[src/rtl/ts_pkg.sv]
// Shared types and constants for the transmit scheduler.
package ts_pkg;

  // Scheduler FSM states
  typedef enum logic [1:0] {
    StIdle,
    StRead,
    StWaitMd,
    StWaitDone
  } ts_state_e;

  // Queue indices
  localparam logic [1:0] Q_EVEN = 2'd0;
  localparam logic [1:0] Q_ODD  = 2'd1;
  localparam logic [1:0] Q_RSV  = 2'd2;
  localparam logic [1:0] Q_BE   = 2'd3;

  // Two maximum-size frames of credit
  localparam int unsigned CREDIT_MAX_DEF = 3036;

endpackage

[src/rtl/ts_credit.sv]
// Saturating token bucket for the bandwidth-reserved queue. Latches the head packet length when
// queue 2 wins arbitration and charges it on the read pulse.
module ts_credit #(
  parameter int unsigned CREDIT_INC = 1,
  parameter int unsigned CREDIT_MAX = 3036,
  parameter int unsigned CREDIT_W   = 16
) (
  input  logic                clk_i,
  input  logic                rst_ni,
  input  logic [10:0]         pkt_len_i,
  input  logic                sel_i,
  input  logic                dec_i,
  output logic                eligible_o,
  output logic [CREDIT_W-1:0] credit_o
);

  localparam logic [CREDIT_W:0] IncExt = (CREDIT_W + 1)'(CREDIT_INC);
  localparam logic [CREDIT_W:0] MaxExt = (CREDIT_W + 1)'(CREDIT_MAX);

  logic [CREDIT_W-1:0] credit_q, credit_d;
  logic [10:0]         len_q, len_d;
  logic [CREDIT_W:0]   sum;

  // Credit accrues every cycle, is charged once per queue-2 read, and saturates at the ceiling.
  // No underflow: selection required credit >= length and credit has only grown since.
  always_comb begin
    sum = {1'b0, credit_q} + IncExt - (dec_i ? (CREDIT_W + 1)'(len_q) : '0);
    credit_d = (sum > MaxExt) ? MaxExt[CREDIT_W-1:0] : sum[CREDIT_W-1:0];
    len_d = sel_i ? pkt_len_i : len_q;
  end

  // Bucket and latched length registers
  always_ff @(posedge clk_i or negedge rst_ni) begin
    if (!rst_ni) begin
      credit_q <= '0;
      len_q    <= '0;
    end else begin
      credit_q <= credit_d;
      len_q    <= len_d;
    end
  end

  assign eligible_o = 32'(credit_q) >= 32'(pkt_len_i);
  assign credit_o   = credit_q;

endmodule

[src/rtl/ts_sched.sv]
// Transmit scheduler: strict priority slot TSN > credit-gated reserved > best effort, with a
// single packet in flight. Optional macro CBS_EN builds the queue-2 token-bucket gate.
module ts_sched
  import ts_pkg::*;
#(
  parameter int unsigned CREDIT_INC = 1,
  parameter int unsigned CREDIT_MAX = CREDIT_MAX_DEF,
  parameter int unsigned CREDIT_W   = 16
) (
  input  logic        clk,
  input  logic        rst_n,
  input  logic [3:0]  in_ts_fifo_empty,
  input  logic [10:0] in_ts_pkt_len,
  input  logic        in_ts_slot_odd,
  output logic        out_ts_q0_rden,
  output logic        out_ts_q1_rden,
  output logic        out_ts_q2_rden,
  output logic        out_ts_q3_rden,
  input  logic [7:0]  in_ts_md,
  input  logic        in_ts_md_wr,
  output logic [7:0]  out_ts_md,
  output logic        out_ts_md_wr,
  output logic [1:0]  out_ts_qid,
  input  logic        in_ts_tx_done,
  output logic        out_ts_busy
);

  ts_state_e  state_q, state_d;
  logic [1:0] qid_q, qid_d;
  logic [7:0] md_q, md_d;
  logic       md_wr_q, md_wr_d;
  logic [1:0] oqid_q, oqid_d;
  logic [3:0] rden;
  logic       credit_ok;
  logic       win_vld;
  logic [1:0] win_qid;
  logic [1:0] slot_qid;

`ifdef CBS_EN
  logic [CREDIT_W-1:0] credit;

  ts_credit #(
    .CREDIT_INC (CREDIT_INC),
    .CREDIT_MAX (CREDIT_MAX),
    .CREDIT_W   (CREDIT_W)
  ) u_credit (
    .clk_i      (clk),
    .rst_ni     (rst_n),
    .pkt_len_i  (in_ts_pkt_len),
    .sel_i      ((state_q == StIdle) && win_vld && (win_qid == Q_RSV)),
    .dec_i      ((state_q == StRead) && (qid_q == Q_RSV)),
    .eligible_o (credit_ok),
    .credit_o   (credit)
  );
`else
  // Without the bucket queue 2 is gated only by its empty flag
  localparam int unsigned unused_cfg = CREDIT_INC + CREDIT_MAX + CREDIT_W;
  logic unused_len;
  assign unused_len = ^in_ts_pkt_len;
  assign credit_ok  = 1'b1;
`endif

  assign slot_qid = in_ts_slot_odd ? Q_ODD : Q_EVEN;

  // Priority pick; the off-slot TSN queue is never considered
  always_comb begin
    win_vld = 1'b0;
    win_qid = Q_EVEN;
    if (!in_ts_fifo_empty[slot_qid]) begin
      win_vld = 1'b1;
      win_qid = slot_qid;
    end else if (!in_ts_fifo_empty[Q_RSV] && credit_ok) begin
      win_vld = 1'b1;
      win_qid = Q_RSV;
    end else if (!in_ts_fifo_empty[Q_BE]) begin
      win_vld = 1'b1;
      win_qid = Q_BE;
    end
  end

  // State register
  always_ff @(posedge clk or negedge rst_n) begin
    if (!rst_n) begin
      state_q <= StIdle;
    end else begin
      state_q <= state_d;
    end
  end

  // Next-state: a missing metadata strobe still hands completion to the transmitter
  always_comb begin
    state_d = state_q;
    unique case (state_q)
      StIdle:     if (win_vld) state_d = StRead;
      StRead:     state_d = StWaitMd;
      StWaitMd:   state_d = StWaitDone;
      StWaitDone: if (in_ts_tx_done) state_d = StIdle;
      default:    state_d = StIdle;
    endcase
  end

  // Datapath next values: winner latch and metadata capture
  always_comb begin
    qid_d   = qid_q;
    md_d    = md_q;
    md_wr_d = 1'b0;
    oqid_d  = oqid_q;
    if ((state_q == StIdle) && win_vld) begin
      qid_d = win_qid;
    end
    if ((state_q == StWaitMd) && in_ts_md_wr) begin
      md_d    = in_ts_md;
      md_wr_d = 1'b1;
      oqid_d  = qid_q;
    end
  end

  // Datapath registers
  always_ff @(posedge clk or negedge rst_n) begin
    if (!rst_n) begin
      qid_q   <= Q_EVEN;
      md_q    <= '0;
      md_wr_q <= 1'b0;
      oqid_q  <= Q_EVEN;
    end else begin
      qid_q   <= qid_d;
      md_q    <= md_d;
      md_wr_q <= md_wr_d;
      oqid_q  <= oqid_d;
    end
  end

  // Outputs: one read pulse for the latched winner while in StRead
  always_comb begin
    rden = '0;
    if (state_q == StRead) begin
      rden[qid_q] = 1'b1;
    end
  end

  assign out_ts_q0_rden = rden[0];
  assign out_ts_q1_rden = rden[1];
  assign out_ts_q2_rden = rden[2];
  assign out_ts_q3_rden = rden[3];
  assign out_ts_md      = md_q;
  assign out_ts_md_wr   = md_wr_q;
  assign out_ts_qid     = oqid_q;
  assign out_ts_busy    = (state_q != StIdle);

endmodule
[config.mk]
export PLATFORM = sky130hd
export DESIGN_NAME = ts_sched
export DESIGN_NICKNAME = d
export VERILOG_FILES = /design/src/rtl/ts_pkg.sv /design/src/rtl/ts_credit.sv /design/src/rtl/ts_sched.sv
export SDC_FILE = /design/constraint.sdc
export NUM_CORES = 1
export LEC_CHECK = 0
export CAP_MARGIN = 20
export CORE_MARGIN = 2
export CORE_UTILIZATION = 32
export DETAILED_ROUTE_END_ITERATION = 8
export PLACE_DENSITY_LB_ADDON = 0.25
export RECOVER_POWER = 50
export SYNTH_ARGS = -nofsm -noshare
export SYNTH_HDL_FRONTEND = slang
export SYNTH_SLANG_ARGS = --single-unit
[constraint.sdc]
create_clock -name clk -period 1.38 [get_ports clk]
set_input_delay 0.276 -clock clk [delete_from_list [all_inputs] [get_ports clk]]
set_output_delay 0.276 -clock clk [all_outputs]
set_load 0.01 [all_outputs]
== Yosys cells after proc, flatten, opt, wreduce, memory -nomap -nowiden ==
Index checks and enable logic that the tools add are counted.

* Register bits: 15
* Input bits: 28

* Order comparisons: 3
* Equality and inequality tests: 5
* Muxes and demuxes: 16
* Reductions and logical operators: 6

{| class="wikitable"
|+ Operators with widths
! kind !! count
|-
| 2-bit 2-to-1 mux || 5
|-
| 2-bit case mux with 4 select lines || 1
|-
| 1-bit 2-to-1 mux || 7
|-
| 2-bit equality test, second input constant || 2
|-
| 4-bit 2-to-1 mux || 1
|-
| 2-bit inequality test, second input constant || 2
|-
| 1-bit logical AND || 3
|-
| 1-bit by 3-bit < comparator with 1-bit output, second input constant || 1
|-
| 2-bit by 3-bit < comparator with 1-bit output, second input constant || 1
|-
| 1-bit binary-select mux with 2-bit select || 1
|-
| 1-bit demux with 2-bit select || 1
|-
| 2-bit by 1-bit equality test with 1-bit output, second input constant || 1
|-
| 2-bit by 1-bit greater-or-equal comparator with 1-bit output, second input constant || 1
|-
| 2-bit zero test || 1
|-
| 2-bit AND reduction || 1
|-
| 2-bit nonzero test || 1
|}

== Logic depth before layout (Yosys ltp) ==
Gate-level depths: netlist (run 1).

* Word-level depth: 6
* Depth in mapped cells: 5
* Mapped depth without buffers: 5

== Worst setup path after synthesis (run 1) ==
Ideal clock, no wire load.

* Path type: reg-to-reg
* Start point: register state_q[0]
* End point: register state_q[1]
* Library setup time: 125 ps
* Arrival: 1,262 ps
* Slack: -7 ps
* Cell stages (with the launch flop): 6
* Cells stage by stage: dfrtp_1 -> inv_1 -> ha_1 -> nand3_1 -> o21bai_2 -> mux2_4

* Word-level cells in the longest chain between the ends: 3
* Elaborated cells on any way between the ends: 8

{| class="wikitable"
|+ Ends and longest elaborated chain
! element !! RTL line !! RTL
|-
| start: declaration || ts_sched.sv:28 || <nowiki>ts_state_e state_q, state_d;</nowiki>
|-
| start signal: assignment || ts_sched.sv:84 || <nowiki>state_q <= StIdle;</nowiki>
|-
| start signal: assignment || ts_sched.sv:86 || <nowiki>state_q <= state_d;</nowiki>
|-
| 2-bit equality test / 2-bit zero test (equally long branches) || ts_sched.sv:93 || <nowiki>unique case (state_q)</nowiki>
|-
| 2-bit inequality test (no line) || -- ||
|-
| 2-bit AND reduction (no line) || -- ||
|}

Several ways; a longest one is shown, not always the timed one.
A chain may end at the register's enable or synchronous reset.

== Worst setup path after layout (run 1) ==
* Start point: register state_q[1]
* End point: output out_ts_q1_rden

* Word-level cells in the longest chain between the ends: 2

{| class="wikitable"
|+ Ends and longest elaborated chain
! element !! RTL line !! RTL
|-
| 2-bit by 1-bit equality test with 1-bit output || ts_sched.sv:136 || <nowiki>if (state_q == StRead) begin</nowiki>
|-
| 4-bit 2-to-1 mux || ts_sched.sv:136 ||
|-
| end: declaration || ts_sched.sv:16 || <nowiki>output logic out_ts_q1_rden,</nowiki>
|}

No other way between the ends.

==> reports/summary.json, run 1 <==
{
  "status": "finished, violations left",
  "failed_checks": "negative setup slack",
  "synth_cell_type_count": 18,
  "rsz0062_at_grt": "true",
  "area_taken_by_multi_input_logic_gates_um2": 433,
  "place.gp.congestion": 0.679,
  "detailedPlacementHpwl_um": 1120,
  "cts_buffer_depth": 2,
  "worst_slew_margin_rel_pct": 47.8,
  "detail_route.first_pass.iterations": 2,
  "diodes": 0,
  "finalSetupViolations": 15,
  "first_pass_grt_wire_length_um": 2850,
  "drv_slew": 0,
  "numPortBuffers": 32,
  "worst_ir_drop_vdd_mv": 1.12,
  "max-cap-violations": 0,
  "criticalPathCategory": "register to output port",
  "most-common-layout-cells": "15 x clkdlybuf4s50_1, 14 x dfrtp_1, 12 x buf_4",
  "timing.critical_path.cells": "inv_2 -> ha_4 -> nand2_2 -> nor2_2 -> buf_2",
  "clockRootBuffer": "clkbuf_4",
  "antenna_left": 0,
  "final-instance-count-excl-fill": 137,
  "detail_route.iter0.violations": 5,
  "power_dissipated_by_switching_net_loads_mw": 0.931,
  "synth-compound-area-share_pct": 5.77,
  "seq_area_frac_synth_pct": 54.1,
  "n_fill_cell": 164,
  "worst_clock_skew_ns": 0.00384,
  "combPwrFrac_pct": 61.5,
  "yosys-top-cells-area": "dfrtp_1 54%, mux2_2 16%, ha_1 7.2%",
  "detailedPlace.worstSlack_ns": -0.271,
  "worstPathArrival_ns": 1.21,
  "power_report.internal_total_mw": 1.85,
  "synth_simple_gate_area_share_pct": 9.73,
  "edff_count_synth": 0,
  "hold_violation_total_from_the_final_report": 0,
  "clkLatencyLatePin_ns": 0.27,
  "clock_sink_count": 15,
  "synth.mux.area_fraction_pct": 20.4,
  "final-seq-area_um2": 377,
  "min_period_ns": 1.48,
  "switching_share_pct": 33.5,
  "htree_levels": 1,
  "postSynthRegisterBits": 15,
  "reg2reg_slack_ns": -0.08,
  "die_w_um": 50.6,
  "synthCells": 56,
  "critical_path.max_fanout": 4,
  "syn_nets": 88,
  "dieHeight_um": 50.6,
  "grt_max_degree": 16,
  "synth_fa_ha_area_share_pct": 7.21,
  "finalWorstSetupSlack_ns": -0.103,
  "wl_per_cell_um": 12.8,
  "cts.clk_slew.worst_paths_ns": 0.08,
  "tritoncts.num_buffers": 3,
  "final.period_utilization_pct": 107,
  "power_density_mw_per_mm2": 2040,
  "holdCritPathClass": "register to register",
  "detailroute.via_count": 622,
  "tritoncts": "done",
  "power_frac_seq_pct": 29.9,
  "syn_area_um2": 694,
  "global_route.overflow_total": 0,
  "timing_worst_slew_pin_value_ns": 0.783,
  "io_pins": 44,
  "finalCoreUtilization_pct": 68.1,
  "share_clk_of_total_power_pct": 8.7,
  "yosys.area_share.xor_xnor_pct": 0,
  "number_of_core_rows": 16,
  "worst_path_largest_cell_delay_ns": 0.40,
  "remaining_drc_errors": 0,
  "grt_util_all_layers_pct": 14.6,
  "synth_top_family_by_area": "multiplexers",
  "design.die.area_mm2": 0.00256,
  "layout.cells.most_common": "clkdlybuf4s50_1",
  "route.final.wire_length_um": 1750,
  "synth-main-ff-cell": "dfrtp_1",
  "worstSetupEndpointType": "output port",
  "crit_path_start_kind": "register",
  "post-synth-top-area-fraction_pct": 54.1,
  "fmax_ghz": 0.674,
  "area_growth_syn_to_layout_pct": 96.2,
  "synth.avg_cell_area_um2": 12.4,
  "placeableCoreArea_mm2": 0.00200,
  "grt_antenna_before_repair": 0,
  "design.final.nets": 143,
  "synth_largest_area_cell": "dfrtp_1",
  "numPlacedInstances": 130,
  "critical-path-slowest-cell": "dfrtp_1",
  "final_layout_size_suffix_gt1_share_pct": 50.9,
  "total_leakage_power_nw": 0.654,
  "vias_per_cell": 4.54,
  "critical_path_required_ns": 1.10,
  "initial_utilization_pct": 34.7,
  "proportion_of_synthesized_flip_flops_having_asynchronous_set_or_reset_pct": 100,
  "yosysWarnings": 0,
  "number_of_global_route_vias_before_repair": 648
}
## sequential cells by signal (all words and copies together) (netlist names)
signal,cells
qid_q,2
out_ts_qid,2
state_q,2
out_ts_md,8
out_ts_md_wr,1
## layer usage
metal / track usage [%] / vias to the layer above / routed length, µm
met4: 2.25 / 0 / 12
li1: - / 300 / -
met1: 16.2 / 301 / 667
met2: 27.4 / 19 / 991
met5: 0 / - / 0
met3: 4.76 / 2 / 79
## final cells by class
class | instances | area share (%)
flip-flops and latches | 15 | 27.6
multi-input cells | 36 | 31.8
inverters | 4 | 1.10
well taps | 27 | 2.48
repair buffers | 51 | 35.1
clock buffers | 4 | 1.93
## synth_stat cells (all sizes together) (2+ instances only)
cell type / count
mux2: 11
nor2b: 2
dfrtp: 15
nand2: 4
inv: 4
a21oi: 3
nor3: 2
nor2: 3
ha: 4
## kinds of logic after synthesis
| group | after synthesis |
|---|---|
| fa+ha+maj | 4 |
| buf+inv | 5 |
| compound gates | 6 |
| mux | 12 |
| flops | 15 |
| simple gates | 14 |
## repair_timing
| item | in CTS | in global routing |
|---|---|---|
| buffers inserted | 1 | 2 |
| pin swaps | 2 | 5 |
| gates resized for setup | 60 | 9 |
| setup endpoints to repair | 27 | 18 |
| cloned | 0 | 1 |
| hold buffers | 0 | 0 |
## through the flow
step	total power [mW]	hold WS, ns	setup TNS, ns	area [µm²]
floorplan	1.38	-0.0196	0	697
finish	2.78	0.511	-0.643	1360
detailed placement	2.21	0.493	-2.45	1180
global route	2.99	0.532	-1.47	1360
global placement	2.17	0.486	-2.11	1180
CTS	2.61	0.309	-0.758	1300
## final timing paths
kind | from | endpoint | cells after the start
max | state_q[1] | out_ts_q1_rden | 5
min | out_ts_md[5] | out_ts_md[5] | 1
max reg2reg | state_q[1] | state_q[1] | 7
min reg2reg | out_ts_md[5] | out_ts_md[5] | 1
max in group asynchronous | rst_n | state_q[0] | 2
min in group asynchronous | rst_n | out_ts_md[2] | 2
## power groups by stage
stage	clock network, mW	registers [mW]	logic, mW
2_1_floorplan	0	0.876	0.507
3_3_place_gp	0	0.794	1.37
3_5_place_dp	0	0.805	1.41
4_1_cts	0.250	0.815	1.54
5_1_grt	0.267	0.866	1.86
6_report	0.241	0.831	1.71
## worst max-delay path: cells and delay by family (launching register included)
family | cells | cell delay, ns
flip-flops | 1 | 0.40
AND/OR/NAND/NOR | 2 | 0.16
buffers and inverters | 2 | 0.22
adder cells (fa/ha/maj) | 1 | 0.15
Power figures use the tool's default switching activity.
==> run 2, diff against run 1 <==
CORE_UTILIZATION = 37   (was 32)
CTS_BUF_LIST = sky130_fd_sc_hd__clkbuf_2   (was unset)
clock period = 1.6 ns   (was 1.38 ns; I/O delays follow)
==> run 2 against run 1 <==
The run now ends clean. Largest cell class is now flip-flops and latches. Count of clock-buffer cells in the layout unchanged. Die area down 12%. Global-route usage up 0.24 points. Final cell count down 8.8%. Sequential share of layout area up 4.7 points. First-iteration DRC count down 80%. Flip-flop and latch count unchanged. Total power down 27%. Sequential power down 14%. Non-clock buffer count down 10. Combinational power down 33%. Setup slack better by 0.15 ns.
==> reports/summary.json, run 2 (synthesis results as in run 1) <==
{
  "rr_endpoint": "out_ts_md[7]",
  "design.final.nets": {"value": 133, "change": "-7.0%"},
  "timing.critical_path.buf_inv": {"value": 3, "change": "+1"},
  "combPwrFrac": {"value": 56.6, "unit": "%", "change": "-4.9 points"},
  "min_period_ns": 1.55,
  "stdcell_area": {"value": 0.00117, "unit": "mm²", "change": "-14%"},
  "final-seq-area": {"value": 377, "unit": "µm²", "change": "unchanged"},
  "detailroute.via_count": {"value": 586, "change": "-5.8%"},
  "placed_area": {"value": 0.00111, "unit": "mm²", "change": "-5.5%"},
  "gr-max-usage-layer": "met2",
  "cts_buffer_depth": {"value": 2, "change": "unchanged"},
  "timing.critical_path.cells": "buf_4 -> buf_4 -> ha_1 -> nand2_1 -> buf_12 -> mux2_2",
  "use_met3": {"value": 6.92, "unit": "%", "change": "+2.2 points"},
  "worstPathArrival": {"value": 1.72, "unit": "ns", "change": "+0.51 ns"},
  "htree_levels": {"value": 1, "change": "unchanged"},
  "groute.layer.met1.usage": {"value": 14.4, "unit": "%", "change": "-1.7 points"},
  "final.period_utilization_pct": 96.8,
  "tritoncts": "done",
  "number_of_global_route_vias_before_repair": {"value": 540, "change": "-17%"},
  "critical_path_required": {"value": 1.77, "unit": "ns", "change": "+0.67 ns"},
  "rsz0062_at_grt": "true",
  "initial_utilization": {"value": 39.8, "unit": "%", "change": "+5.1 points"},
  "hold_path_startpoint": "out_ts_md[4]",
  "switching_share": {"value": 33.5, "unit": "%", "change": "+0.065 points"},
  "critical-path-top-delay-family": "flip-flops",
  "min_path_cells": {"value": 1, "change": "unchanged"},
  "final_layout_size_suffix_gt1_share": {"value": 38.0, "unit": "%", "change": "-13 points"},
  "r2r-start": "state_q[1]",
  "worst_ir_drop_vdd": {"value": 1.02, "unit": "mV", "change": "-8.5%"},
  "most-common-layout-cells": "26 x clkdlybuf4s50_1, 14 x dfrtp_1, 10 x mux2_2",
  "worst_slew_margin_rel": {"value": 47.6, "unit": "%", "change": "-0.18 points"},
  "share_clk_of_total_power": {"value": 8.5, "unit": "%", "change": "-0.2 points"},
  "numPlacedInstances": {"value": 120, "change": "-7.7%"},
  "worstSetupEndpointType": "register",
  "numPortBuffers": {"value": 32, "change": "unchanged"},
  "power_report.internal_total": {"value": 1.36, "unit": "mW", "change": "-27%"},
  "remaining_drc_errors": {"value": 0, "change": "unchanged"},
  "hold_violation_total_from_the_final_report": {"value": 0, "change": "unchanged"},
  "tritoncts.num_buffers": {"value": 3, "change": "unchanged"},
  "reg2reg_depth": {"value": 6, "change": "-1"},
  "critical-path-slowest-cell": "dfrtp_1",
  "antenna_left": {"value": 0, "change": "unchanged"},
  "power_dissipated_by_switching_net_loads": {"value": 0.684, "unit": "mW", "change": "-27%"},
  "n_fill_cell": {"value": 140, "change": "-15%"},
  "clock_sink_count": {"value": 15, "change": "unchanged"},
  "timing_worst_slew_pin_value": {"value": 0.786, "unit": "ns", "change": "+0.00273 ns"},
  "area_taken_by_multi_input_logic_gates": {"value": 348, "unit": "µm²", "change": "-20%"},
  "status": "complete, no violations",
  "dieHeight": {"value": 47.3, "unit": "µm", "change": "-6.5%"},
  "first_pass_grt_wire_length": {"value": 2180, "unit": "µm", "change": "-23%"},
  "reg2reg_slack": {"value": 0.05, "unit": "ns", "change": "+0.13 ns"},
  "holdPathEnd": "out_ts_md[4]",
  "total_leakage_power": {"value": 0.522, "unit": "nW", "change": "-20%"},
  "detail_route.first_pass.iterations": {"value": 4, "change": "+2"},
  "criticalPathCategory": "register to register",
  "finalSetupViolations": {"value": 0, "change": "-15"},
  "hold-worst-slack": {"value": 0.517, "unit": "ns", "change": "+0.00578 ns"},
  "worst_path_largest_cell_delay": {"value": 0.42, "unit": "ns", "change": "+0.02 ns"},
  "grt_util_all_layers": {"value": 14.8, "unit": "%", "change": "+0.24 points"},
  "hold_bufs_inserted_after_cts": {"value": 0, "change": "unchanged"},
  "largest_register_ffs": {"value": 8, "change": "unchanged"},
  "final-instance-count-excl-fill": {"value": 125, "change": "-8.8%"},
  "grt_antenna_before_repair": {"value": 0, "change": "unchanged"},
  "fmax_ghz": 0.646,
  "vias_per_cell": {"value": 4.69, "change": "+3.3%"},
  "grt_max_degree": {"value": 16, "change": "unchanged"},
  "crit_top_cell": "buf_4",
  "detailedPlacementHpwl": {"value": 1200, "unit": "µm", "change": "+7.7%"},
  "number_of_core_rows": {"value": 15, "change": "-1"},
  "cts.clk_slew.worst_paths": {"value": 0.13, "unit": "ns", "change": "+0.05 ns"},
  "layout.cells.most_common": "clkdlybuf4s50_1",
  "power_frac_seq": {"value": 34.9, "unit": "%", "change": "+5.0 points"},
  "placeableCoreArea": {"value": 0.00175, "unit": "mm²", "change": "-13%"},
  "drv_slew": {"value": 0, "change": "unchanged"},
  "route.final.wire_length": {"value": 1550, "unit": "µm", "change": "-11%"},
  "design.die.area": {"value": 0.00224, "unit": "mm²", "change": "-12%"},
  "finalCoreUtilization": {"value": 66.8, "unit": "%", "change": "-1.3 points"},
  "gr-usage-met2": {"value": 28.1, "unit": "%", "change": "+0.70 points"},
  "critical_path.max_fanout": {"value": 11, "change": "+7"},
  "clockRootBuffer": "clkbuf_2",
  "global_route.overflow_total": {"value": 0, "change": "unchanged"},
  "wl_per_cell": {"value": 12.4, "unit": "µm", "change": "-2.8%"},
  "clkLatencyLatePin": {"value": 0.27, "unit": "ns", "change": "about the same"},
  "io_pins": {"value": 44, "change": "unchanged"},
  "place.gp.congestion": {"value": 0.789, "change": "+16%"},
  "detail_route.iter0.violations": {"value": 1, "change": "-4"},
  "worst_clock_skew": {"value": 0.00118, "unit": "ns", "change": "-0.00266 ns"},
  "holdCritPathClass": "register to register",
  "max-cap-violations": {"value": 0, "change": "unchanged"},
  "area_growth_syn_to_layout_pct": 67.9,
  "power_density": {"value": 1750, "unit": "mW/mm²", "change": "-14%"},
  "die_w": {"value": 47.3, "unit": "µm", "change": "-6.5%"},
  "diodes": {"value": 0, "change": "unchanged"},
  "crit_path_start_kind": "register"
}
-- run 2: changes by cell type in the layout (fill, tap and decap cells not counted), sizes merged --
cell,change
dlygate4sd2,-11
buf,-10
clkdlybuf4s50,+11
-- run 2: per-layer routing --
layer / wire, µm / up-vias / part of all wire [%]
met3: 75 / 0 / 4.8
met4: 0 / 0 / 0
li1: - / 282 / -
met1: 557 / 285 / 36
met2: 919 / 19 / 59
met5: 0 / - / 0
-- run 2: worst max-delay path by stage --
| stage | to | start | depth (start not counted) |
|---|---|---|---|
| floorplan | state_q[1] | state_q[0] | 5 |
| global placement | out_ts_q0_rden | state_q[1] | 4 |
| detailed placement | out_ts_q0_rden | state_q[1] | 4 |
| CTS | state_q[1] | state_q[1] | 7 |
| global route | out_ts_q0_rden | state_q[1] | 4 |
| finish | out_ts_md[7] | state_q[1] | 6 |
-- run 2: cell type report --
| cell class | count | area share, % |
|---|---|---|
| clock buffers | 4 | 1.72 |
| inverters | 4 | 1.29 |
| multi-input cells | 36 | 29.8 |
| flip-flops and latches | 15 | 32.3 |
| well taps | 25 | 2.68 |
| repair buffers | 41 | 32.2 |
-- run 2: per-stage QoR --
stage / TNS [ns] / worst slack (ns) / power (mW)
2_1_floorplan: 0 / 0.213 / 1.19
3_3_place_gp: -0.183 / -0.0904 / 1.75
3_5_place_dp: -0.385 / -0.105 / 1.79
4_1_cts: 0 / 0.0240 / 1.98
5_1_grt: -0.0360 / -0.0127 / 2.18
6_report: 0 / 0.0513 / 2.04
-- run 2: power by group through the flow --
| stage | sequential [mW] | clock, mW | combinational (mW) |
|---|---|---|---|
| floorplan | 0.756 | 0 | 0.432 |
| global placement | 0.693 | 0 | 1.05 |
| detailed placement | 0.704 | 0 | 1.09 |
| CTS | 0.703 | 0.184 | 1.09 |
| global route | 0.732 | 0.211 | 1.24 |
| finish | 0.711 | 0.174 | 1.15 |
-- run 2: repair_timing --
action / 4_1_cts / 5_1_grt
endpoints found under the setup margin: 5 / 6
setup buffers: 1 / 0
pin swaps: 1 / 2
resized for setup: 25 / 9
==> run 3, diff against run 2 <==
MAX_ROUTING_LAYER = met4   (was unset)
==> run 3 against run 2 <==
Clock power about the same. Global-route usage increased by 0.48 points. Final cell count unchanged. Largest power group unchanged. Fmax about the same. Critical endpoint unchanged. Non-clock buffer count unchanged. Register-to-register slack about the same.
==> reports/summary.json, run 3 (synthesis results as in run 1) <==
{
  "clkLatencyLatePin": {"value": 0.27, "unit": "ns", "change": "about the same"},
  "reg2reg_depth": {"value": 6, "change": "unchanged"},
  "number_of_global_route_vias_before_repair": {"value": 543, "change": "+0.56%"},
  "die_w": {"value": 47.3, "unit": "µm", "change": "unchanged"},
  "totalNegativeSetupSlack": {"value": 0, "unit": "ns", "change": "unchanged"},
  "remaining_drc_errors": {"value": 0, "change": "unchanged"},
  "route.final.wire_length": {"value": 1550, "unit": "µm", "change": "unchanged"},
  "min_period": {"value": 1.55, "unit": "ns", "change": "+0.0000818 ns"},
  "numPortBuffers": {"value": 32, "change": "unchanged"},
  "power_density": {"value": 1750, "unit": "mW/mm²", "change": "about the same"},
  "total_leakage_power": {"value": 0.522, "unit": "nW", "change": "unchanged"},
  "hold_path_startpoint": "out_ts_md[4]",
  "first_pass_grt_wire_length": {"value": 2180, "unit": "µm", "change": "unchanged"},
  "fmax": {"value": 0.646, "unit": "GHz", "change": "about the same"},
  "crit_path_start_kind": "register",
  "worst_path_largest_cell_delay": {"value": 0.42, "unit": "ns", "change": "about the same"},
  "layout.cells.most_common": "clkdlybuf4s50_1",
  "rsz0062_at_grt": "true",
  "io_pins": {"value": 44, "change": "unchanged"},
  "area_growth_syn_to_layout": {"value": 67.9, "unit": "%", "change": "unchanged"},
  "critical_path_required": {"value": 1.77, "unit": "ns", "change": "about the same"},
  "detail_route.first_pass.iterations": {"value": 4, "change": "unchanged"},
  "min_path_cells": {"value": 1, "change": "unchanged"},
  "hold_violation_total_from_the_final_report": {"value": 0, "change": "unchanged"},
  "vias_per_cell": {"value": 4.72, "change": "+0.68%"},
  "global_route.overflow_total": {"value": 0, "change": "unchanged"},
  "design.die.area": {"value": 0.00224, "unit": "mm²", "change": "unchanged"},
  "r2r-start": "state_q[1]",
  "most-common-layout-cells": "26 x clkdlybuf4s50_1, 14 x dfrtp_1, 10 x mux2_2",
  "initial_utilization": {"value": 39.8, "unit": "%", "change": "unchanged"},
  "diodes": {"value": 0, "change": "unchanged"},
  "finalSetupViolations": {"value": 0, "change": "unchanged"},
  "placeableCoreArea": {"value": 0.00175, "unit": "mm²", "change": "unchanged"},
  "crit_top_cell": "buf_4",
  "tritoncts": "done",
  "detailroute.via_count": {"value": 590, "change": "+0.68%"},
  "status": "complete, no violations",
  "drv_slew": {"value": 0, "change": "unchanged"},
  "finalCoreUtilization": {"value": 66.8, "unit": "%", "change": "unchanged"},
  "worstSetupEndpointType": "register",
  "timing.critical_path.buf_inv": {"value": 3, "change": "unchanged"},
  "number_of_core_rows": {"value": 15, "change": "unchanged"},
  "tritoncts.num_buffers": {"value": 3, "change": "unchanged"},
  "cts.clk_slew.worst_paths": {"value": 0.13, "unit": "ns", "change": "about the same"},
  "placed_area": {"value": 0.00111, "unit": "mm²", "change": "unchanged"},
  "holdCritPathClass": "register to register",
  "detail_route.iter0.violations": {"value": 1, "change": "unchanged"},
  "final_layout_size_suffix_gt1_share": {"value": 38.0, "unit": "%", "change": "unchanged"},
  "max-cap-violations": {"value": 0, "change": "unchanged"},
  "stdcell_area": {"value": 0.00117, "unit": "mm²", "change": "unchanged"},
  "design.final.nets": {"value": 133, "change": "unchanged"},
  "clock_sink_count": {"value": 15, "change": "unchanged"},
  "grt_max_degree": {"value": 16, "change": "unchanged"},
  "worstPathArrival": {"value": 1.72, "unit": "ns", "change": "about the same"},
  "htree_levels": {"value": 1, "change": "unchanged"},
  "reg2reg_slack": {"value": 0.05, "unit": "ns", "change": "about the same"},
  "wl_per_cell": {"value": 12.4, "unit": "µm", "change": "unchanged"},
  "place.gp.congestion": {"value": 0.800, "change": "+1.4%"},
  "detailedPlace.worstSlack": {"value": -0.105, "unit": "ns", "change": "unchanged"},
  "timing.critical_path.cells": "buf_4 -> buf_4 -> ha_1 -> nand2_1 -> buf_12 -> mux2_2",
  "holdPathEnd": "out_ts_md[4]",
  "worst_clock_skew": {"value": 0.00155, "unit": "ns", "change": "+0.000369 ns"},
  "antenna_left": {"value": 0, "change": "unchanged"},
  "grt_util_all_layers": {"value": 15.3, "unit": "%", "change": "+0.48 points"},
  "hold-worst-slack": {"value": 0.517, "unit": "ns", "change": "+0.0000410 ns"},
  "criticalPathCategory": "register to register",
  "largest_register_ffs": {"value": 8, "change": "unchanged"},
  "grt_antenna_before_repair": {"value": 0, "change": "unchanged"},
  "clockRootBuffer": "clkbuf_2",
  "timing_worst_slew_pin_value": {"value": 0.786, "unit": "ns", "change": "-0.0000933 ns"},
  "detailedPlacementHpwl": {"value": 1200, "unit": "µm", "change": "unchanged"},
  "rr_endpoint": "out_ts_md[7]",
  "dieHeight": {"value": 47.3, "unit": "µm", "change": "unchanged"},
  "worst_slew_margin_rel": {"value": 47.6, "unit": "%", "change": "about the same"},
  "hold_bufs_inserted_after_cts": {"value": 0, "change": "unchanged"},
  "cts_buffer_depth": {"value": 2, "change": "unchanged"},
  "finalWorstSetupSlack": {"value": 0.0512, "unit": "ns", "change": "-0.0000818 ns"},
  "critical_path.max_fanout": {"value": 11, "change": "unchanged"},
  "worst_ir_drop_vdd": {"value": 1.02, "unit": "mV", "change": "unchanged"},
  "critical-path-top-delay-family": "flip-flops",
  "critical-path-slowest-cell": "dfrtp_1",
  "final.period_utilization": {"value": 96.8, "unit": "%", "change": "about the same"}
}
## run 3: cell counts in the layout (fill, tap and decap cells not counted)
No cell type changed its count.
## run 3: layer usage
layer	vias to the layer above	global-route usage (%)	share of wire (%)	routed length (µm)
met5	-	-	0	0
met4	0	3.33	0.26	4
met3	2	6.92	4.0	62
met2	17	28.1	59	911
met1	287	14.4	37	574
li1	284	-	-	-
## run 3: worst max-delay path by stage
stage / from / to / cells after the start / slack [ns]
3_5_place_dp: state_q[1] / out_ts_q0_rden / 4 / -0.11
2_1_floorplan: state_q[0] / state_q[1] / 5 / 0.21
4_1_cts: state_q[1] / state_q[1] / 7 / 0.02
3_3_place_gp: state_q[1] / out_ts_q0_rden / 4 / -0.09
6_report: state_q[1] / out_ts_md[7] / 6 / 0.05
5_1_grt: state_q[1] / out_ts_q0_rden / 4 / -0.01
## run 3: cell type report
class                   instances  area, µm²
flip-flops and latches         15        377
well taps                      25       31.3
repair buffers                 41        375
fillers                       140        579
clock buffers                   4       20.0
multi-input cells              36        348
inverters                       4       15.0
## run 3: what timing repair did
item / 4_1_cts / 5_1_grt
resized for setup: 25 / 9
setup endpoints to repair: 5 / 6
setup buffers: 1 / 0
pin swaps: 1 / 2
## run 3: per-stage QoR
step,power [mW],cells
after floorplan,1.19,56
final,2.04,125
after global placement,1.75,120
after detailed placement,1.79,120
after CTS,1.98,125
after global routing,2.18,125
## run 3: power by group
group	internal (mW)	total [mW]	switching, mW	leakage, nW
clock	0.0663	0.174	0.107	0.0166
combinational	0.717	1.15	0.438	0.328
sequential	0.573	0.711	0.138	0.177
total	1.36	2.04	0.684	0.522
